<file path="src/rtl/ppl_pixel_writeback.sv">
// Ray-pipeline writeback: buffers retired pixels, converts them to RGB444 and writes the display RAM.
// Defining WB_FRAME_SWAP_EN turns on double buffering (the bank flips after each end-of-frame write).

`ifndef DISP_RAM_ADDR_RADIX
`define DISP_RAM_ADDR_RADIX 8
`endif
`ifndef EOF_ADDR
`define EOF_ADDR 255
`endif

module ppl_pixel_writeback #(
  parameter int ADDR_W        = `DISP_RAM_ADDR_RADIX,
  parameter int EOF_ADDR      = `EOF_ADDR,
  parameter int PIX_PER_FRAME = `EOF_ADDR + 1,
  parameter int FIFO_DEPTH    = 4,
  parameter int SWAP_GAP      = 2
) (
  input  logic              clk_ppl,
  input  logic              rst_n,
  input  logic              enable,
  input  logic              in_valid,
  input  logic [ADDR_W-1:0] in_addr,
  input  logic [31:0]       in_color_acc,
  output logic              in_ready,
  output logic              ram_we,
  output logic [ADDR_W:0]   ram_addr,
  output logic [11:0]       ram_data,
  output logic              frame_done,
  output logic              frame_err,
  output logic [15:0]       frame_cnt,
  output logic              disp_bank,
  output logic              busy
);

  localparam int PTR_W = (FIFO_DEPTH > 1) ? $clog2(FIFO_DEPTH) : 1;
  localparam int CNT_W = PTR_W + 1;
  localparam int PIX_W = ADDR_W + 1;
  localparam int GAP_W = (SWAP_GAP > 1) ? $clog2(SWAP_GAP) : 1;
  localparam int ENT_W = ADDR_W + 12;

  localparam logic [CNT_W-1:0]  DEPTH_C    = CNT_W'(FIFO_DEPTH);
  localparam logic [ADDR_W-1:0] EOF_C      = ADDR_W'(EOF_ADDR);
  localparam logic [PIX_W:0]    PPF_C      = (PIX_W + 1)'(PIX_PER_FRAME);
  localparam logic [GAP_W-1:0]  GAP_LAST_C = GAP_W'(SWAP_GAP - 1);

  typedef enum logic {ST_RUN, ST_GAP} state_t;

  state_t             state_q, state_d;
  logic [GAP_W-1:0]   gap_q, gap_d;
  logic [PTR_W-1:0]   wr_ptr_q, wr_ptr_d, rd_ptr_q, rd_ptr_d;
  logic [CNT_W-1:0]   count_q, count_d;
  logic [PIX_W-1:0]   pix_cnt_q, pix_cnt_d;
  logic [15:0]        frame_cnt_q, frame_cnt_d;
  logic               frame_err_q, frame_err_d;
  logic               ram_we_q, ram_we_d;
  logic               frame_done_q, frame_done_d;
  logic [ADDR_W:0]    ram_addr_q, ram_addr_d;
  logic [11:0]        ram_data_q, ram_data_d;

  logic [ENT_W-1:0]   fifo_mem [FIFO_DEPTH];
  logic [11:0]        in_rgb;
  logic [ADDR_W-1:0]  head_addr;
  logic [11:0]        head_rgb;
  logic               push, pop, pop_eof, cur_bank;
  logic [19:0]        unused_color_lsbs;

  // Any saturation bit forces white; otherwise keep the top nibble of each channel.
  assign in_rgb = (|in_color_acc[31:24]) ? 12'hFFF
                : {in_color_acc[23:20], in_color_acc[15:12], in_color_acc[7:4]};
  assign unused_color_lsbs = {in_color_acc[19:16], in_color_acc[11:8], in_color_acc[3:0],
                              in_color_acc[31:24]};

  assign in_ready  = (count_q < DEPTH_C);
  assign push      = in_valid & in_ready;
  assign pop       = (state_q == ST_RUN) & enable & (count_q != '0);
  assign head_addr = fifo_mem[rd_ptr_q][ENT_W-1:12];
  assign head_rgb  = fifo_mem[rd_ptr_q][11:0];
  assign pop_eof   = pop & (head_addr == EOF_C);

  always_ff @(posedge clk_ppl) begin
    if (push) begin
      fifo_mem[wr_ptr_q] <= {in_addr, in_rgb};
    end
  end

  always_comb begin
    wr_ptr_d     = wr_ptr_q;
    rd_ptr_d     = rd_ptr_q;
    count_d      = count_q;
    state_d      = state_q;
    gap_d        = gap_q;
    pix_cnt_d    = pix_cnt_q;
    frame_cnt_d  = frame_cnt_q;
    frame_err_d  = frame_err_q;
    ram_we_d     = pop;
    frame_done_d = pop_eof;
    ram_addr_d   = ram_addr_q;
    ram_data_d   = ram_data_q;

    if (push) begin
      wr_ptr_d = wr_ptr_q + PTR_W'(1);
    end
    if (pop) begin
      rd_ptr_d   = rd_ptr_q + PTR_W'(1);
      ram_addr_d = {cur_bank, head_addr};
      ram_data_d = head_rgb;
    end
    case ({push, pop})
      2'b10:   count_d = count_q + CNT_W'(1);
      2'b01:   count_d = count_q - CNT_W'(1);
      default: count_d = count_q;
    endcase

    if (pop_eof) begin
      frame_cnt_d = frame_cnt_q + 16'd1;
      frame_err_d = (({1'b0, pix_cnt_q} + (PIX_W + 1)'(1)) != PPF_C);
      pix_cnt_d   = '0;
    end else if (pop && !(&pix_cnt_q)) begin
      pix_cnt_d = pix_cnt_q + PIX_W'(1);
    end

    case (state_q)
      ST_RUN: begin
        if (pop_eof) begin
          state_d = ST_GAP;
          gap_d   = '0;
        end
      end
      ST_GAP: begin
        // Counts regardless of enable so a stalled drain side cannot stretch the swap gap.
        if (gap_q == GAP_LAST_C) begin
          state_d = ST_RUN;
        end else begin
          gap_d = gap_q + GAP_W'(1);
        end
      end
      default: state_d = ST_RUN;
    endcase
  end

  always_ff @(posedge clk_ppl or negedge rst_n) begin
    if (!rst_n) begin
      state_q      <= ST_RUN;
      gap_q        <= '0;
      wr_ptr_q     <= '0;
      rd_ptr_q     <= '0;
      count_q      <= '0;
      pix_cnt_q    <= '0;
      frame_cnt_q  <= '0;
      frame_err_q  <= 1'b0;
      ram_we_q     <= 1'b0;
      frame_done_q <= 1'b0;
      ram_addr_q   <= '0;
      ram_data_q   <= '0;
    end else begin
      state_q      <= state_d;
      gap_q        <= gap_d;
      wr_ptr_q     <= wr_ptr_d;
      rd_ptr_q     <= rd_ptr_d;
      count_q      <= count_d;
      pix_cnt_q    <= pix_cnt_d;
      frame_cnt_q  <= frame_cnt_d;
      frame_err_q  <= frame_err_d;
      ram_we_q     <= ram_we_d;
      frame_done_q <= frame_done_d;
      ram_addr_q   <= ram_addr_d;
      ram_data_q   <= ram_data_d;
    end
  end

`ifdef WB_FRAME_SWAP_EN
  logic bank_q;

  // Flip once the EOF write is on the bus, so the EOF pixel still lands in the old bank.
  always_ff @(posedge clk_ppl or negedge rst_n) begin
    if (!rst_n) begin
      bank_q <= 1'b0;
    end else if (frame_done_q) begin
      bank_q <= ~bank_q;
    end
  end

  assign cur_bank  = bank_q;
  assign disp_bank = ~bank_q;
`else
  assign cur_bank  = 1'b0;
  assign disp_bank = 1'b0;
`endif

  assign ram_we     = ram_we_q;
  assign ram_addr   = ram_addr_q;
  assign ram_data   = ram_data_q;
  assign frame_done = frame_done_q;
  assign frame_err  = frame_err_q;
  assign frame_cnt  = frame_cnt_q;
  assign busy       = (count_q != '0) | ram_we_q | (state_q == ST_GAP);

endmodule
</file>
<file path="config.mk">
export PLATFORM = sky130hd
export DESIGN_NAME = ppl_pixel_writeback
export DESIGN_NICKNAME = d
export VERILOG_FILES = /design/src/rtl/ppl_pixel_writeback.sv
export SDC_FILE = /design/constraint.sdc
export NUM_CORES = 1
export LEC_CHECK = 0
export BUFFER_PORTS_ARGS = -buffer_cell sky130_fd_sc_hd__buf_4
export CAP_MARGIN = 25
export CORE_UTILIZATION = 61
export DETAILED_ROUTE_END_ITERATION = 10
export PLACE_DENSITY = 0.92
export RECOVER_POWER = 50
export SLEW_MARGIN = 20
export SYNTH_ARGS = -nofsm -noshare
export SYNTH_HDL_FRONTEND = slang
export SYNTH_SLANG_ARGS = --single-unit
</file>
<file path="constraint.sdc">
create_clock -name clk_ppl -period 7.85 [get_ports clk_ppl]
set_input_delay 1.57 -clock clk_ppl [delete_from_list [all_inputs] [get_ports clk_ppl]]
set_output_delay 1.57 -clock clk_ppl [all_outputs]
set_load 0.05 [all_outputs]
</file>
==> qor.yml <==
place:
  globalplace.congestion: 0.799
  io_buffers: 72
  hpwlAfterDp_um: 7300
cts:
  cts_setup_buffers: 0
  cts_resized: 0
  clk_pin_slew_ns: 0.06
  ctsHtreeMaxLevel: 4
  clk_latency_ns: 0.53
  ctsHoldBuffers: 0
  cts_buffers: 17
  cts_root_buf: "clkbuf_8"
  cts_tree: "done"
  clkSinkCount: 137
  clk_path_buf_depth: 2
logic_synthesis:
  syn_area_mm2: 0.00584
  ys_warn_count: 0
  avgSynthCellArea_um2: 14.3
  yosys_register_bits: 137
  ys_types: 44
  ys_seq_area_share_pct: 65.6
  synth_edf_count: 80
  async_flop_share_pct: 41.6
  ys.flop_type: "edfxtp_1"
  syn-instance-count: 408
pwr:
  ir_worst_vdd_mv: 0.272
  finalPower_mw: 2.79
  p_leak_nw: 2.99
  power_density_mw_per_mm2: 393
status:
  status: "finished, violations left"
  violations: "max-capacitance violations, max-slew violations"
min_path:
  hold_start: "ram_data[8]"
  hold_path_class: "reg -> reg"
  holdPathStages: 2
  hold_path_end: "ram_data[8]"
timing:
  finalHoldWorstSlack_ns: 0.480
  hold_violations: 0
  fin_crit_sh_pct: 54.9
  fin_crit_ns: 4.31
  worst_slew_pin_slew_ns: 3.23
  final-setup-viol-count: 0
  rsz0062_at_grt: "no"
  relSlewSlack_pct: -115
  fmax_mhz: 232
  drv_slew: 96
  setup_tns_ns: 0
  fin_skew_ns: 0.00737
setup_path:
  cp_slowest_stage_delay_ns: 1.50
  cp_data_arrival_time_ns: 4.70
  cpMostUsedCell: "clkbuf_1"
  rr_startpoint: "count_q[0]"
  cp.required_ns: 8.23
  path_max_fanout: 37
  crit_path_start_kind: "primary input"
  worstPathCellList: "buf_4 > nor2b_1 > nand2_1 > clkbuf_1 > inv_1 > clkbuf_1 > o2111ai_1 > o311ai_0"
  r2r_cells: 7
  critPathBufInv: 4
  r2r_end: "pix_cnt_q[5]"
  worst_setup_path_end_kind: "register"
  critPathKind: "in -> reg"
  critPathTopFamily: "buffers and inverters"
  timing.reg2reg.setup_slack_ns: 3.99
  slowest_stage: "clkbuf_1"
die:
  ios: 87
  rows: 35
  die-area_mm2: 0.00997
  die_w_um: 99.9
  start_util_pct: 63.2
  die_y_um: 99.9
  core_area_mm2: 0.00924
drt:
  first_iter_violations: 247
  wirelength_um: 12700
  num_vias: 3735
  drcViolationCount: 0
  first_pass_iters: 5
  final_antenna_net_count: 0
  wl_per_cell_um: 20.1
  via_per_inst: 5.95
cells_and_area:
  nFillCells: 521
  layout_common_cells: "nand2_1 (80), edfxtp_1 (80), buf_4 (62)"
  fin_nets: 539
  drive_gt1_share_pct: 29.1
  area_delta_synth_final_pct: 21.8
grt:
  grtUsageTotal_pct: 27.3
  grt_max_degree: 58
  grt_pass1_vias: 3823
  gr-total-overflow: 0
  grt_pass1_wl_um: 19700
  antenna_found_initial: 1
flow_run:
  max-cap-violations: 2
## where the power goes
part           total, mW  switching, mW  internal (mW)
sequential          1.06          0.132          0.928
combinational      0.879          0.561          0.318
clock              0.855          0.306          0.549
total               2.79          0.999           1.80
## synth_stat cells, types with 6 or more instances
master / instances / share of area [%]
nor2_1: 7 / 0.45
xor2_1: 16 / 2.4
dfrtp_1: 57 / 24
nand2_1: 80 / 5.1
nand3_1: 7 / 0.60
o211ai_1: 6 / 0.77
mux4_2: 18 / 6.9
ha_1: 8 / 1.7
nor4_1: 6 / 0.64
inv_1: 15 / 0.96
edfxtp_1: 80 / 41
or2_2: 13 / 1.4
nor4_2: 10 / 2.1
clkbuf_1: 10 / 0.64
nor3_1: 6 / 0.51
nand4_1: 8 / 0.86
## state kept, by name, summed over array words and instances (netlist names), 2 cells and up
signal and flops:
count_q 3, fifo_mem 80, frame_cnt 16, pix_cnt_q 9
ram_addr 8, ram_data 12, rd_ptr_q 2, wr_ptr_q 2
## layout make-up
| type | instances | area, µm² | share of cell area [%] |
|---|---|---|---|
| timing repair buffer | 78 | 579 | 8.14 |
| clock inverter | 14 | 221 | 3.11 |
| inverter | 15 | 56.3 | 0.791 |
| clock buffer | 17 | 414 | 5.82 |
| sequential | 137 | 3830 | 53.8 |
| antenna | 1 | 2.50 | 0.0352 |
| multi-input combinational | 237 | 1850 | 26.0 |
| tap | 129 | 161 | 2.27 |
## per-stage QoR
step	instances	area [µm²]	util, %	setup WS (ns)
floorplan	409	5840	-	4.16
global placement	593	6460	69.9	4.34
detailed placement	593	6460	69.9	4.25
CTS	624	7090	76.8	4.34
global route	627	7110	77.0	3.30
finish	628	7110	77.0	3.54
## worst max path at each step
| stage | startpoint | to | slack (ns) | cells past startpoint |
|---|---|---|---|---|
| 2_1_floorplan | enable | count_q[2] | 4.16 | 10 |
| 5_1_grt | rst_n | pix_cnt_q[1] | 3.30 | 1 |
| 3_5_place_dp | enable | count_q[2] | 4.25 | 11 |
| 6_report | enable | pix_cnt_q[5] | 3.54 | 8 |
| 4_1_cts | count_q[0] | busy | 4.34 | 3 |
| 3_3_place_gp | enable | count_q[2] | 4.34 | 11 |
## per-layer routing
metal	GRT usage (%)	vias up	share of wire [%]
li1	-	1654	-
met2	44.2	178	51
met3	7.38	31	7.5
met1	34.7	1872	39
met4	13.1	0	2.5
met5	0	-	0
## worst reg2reg max path: cells and delay by family (launching register included)
family / cells / cell delay (ns)
AO/OA/AOI/OAI: 2 / 0.44
buffers and inverters: 3 / 2.31
flip-flops: 1 / 0.42
AND/OR/NAND/NOR: 2 / 0.55
## cell families (layout without fill, tap and decap cells)
logic type	after synthesis	in the layout	synth area share [%]
XOR/XNOR	21	21	3.15
AND/OR/NAND/NOR	158	158	14.8
adder cells (fa/ha/maj)	9	9	2.06
flip-flops	137	137	65.6
AO/OA/AOI/OAI	24	24	3.13
other	1	3	0.0642
multiplexers	23	23	8.40
buffers and inverters	35	124	2.85
Power figures use the tool's default switching activity.
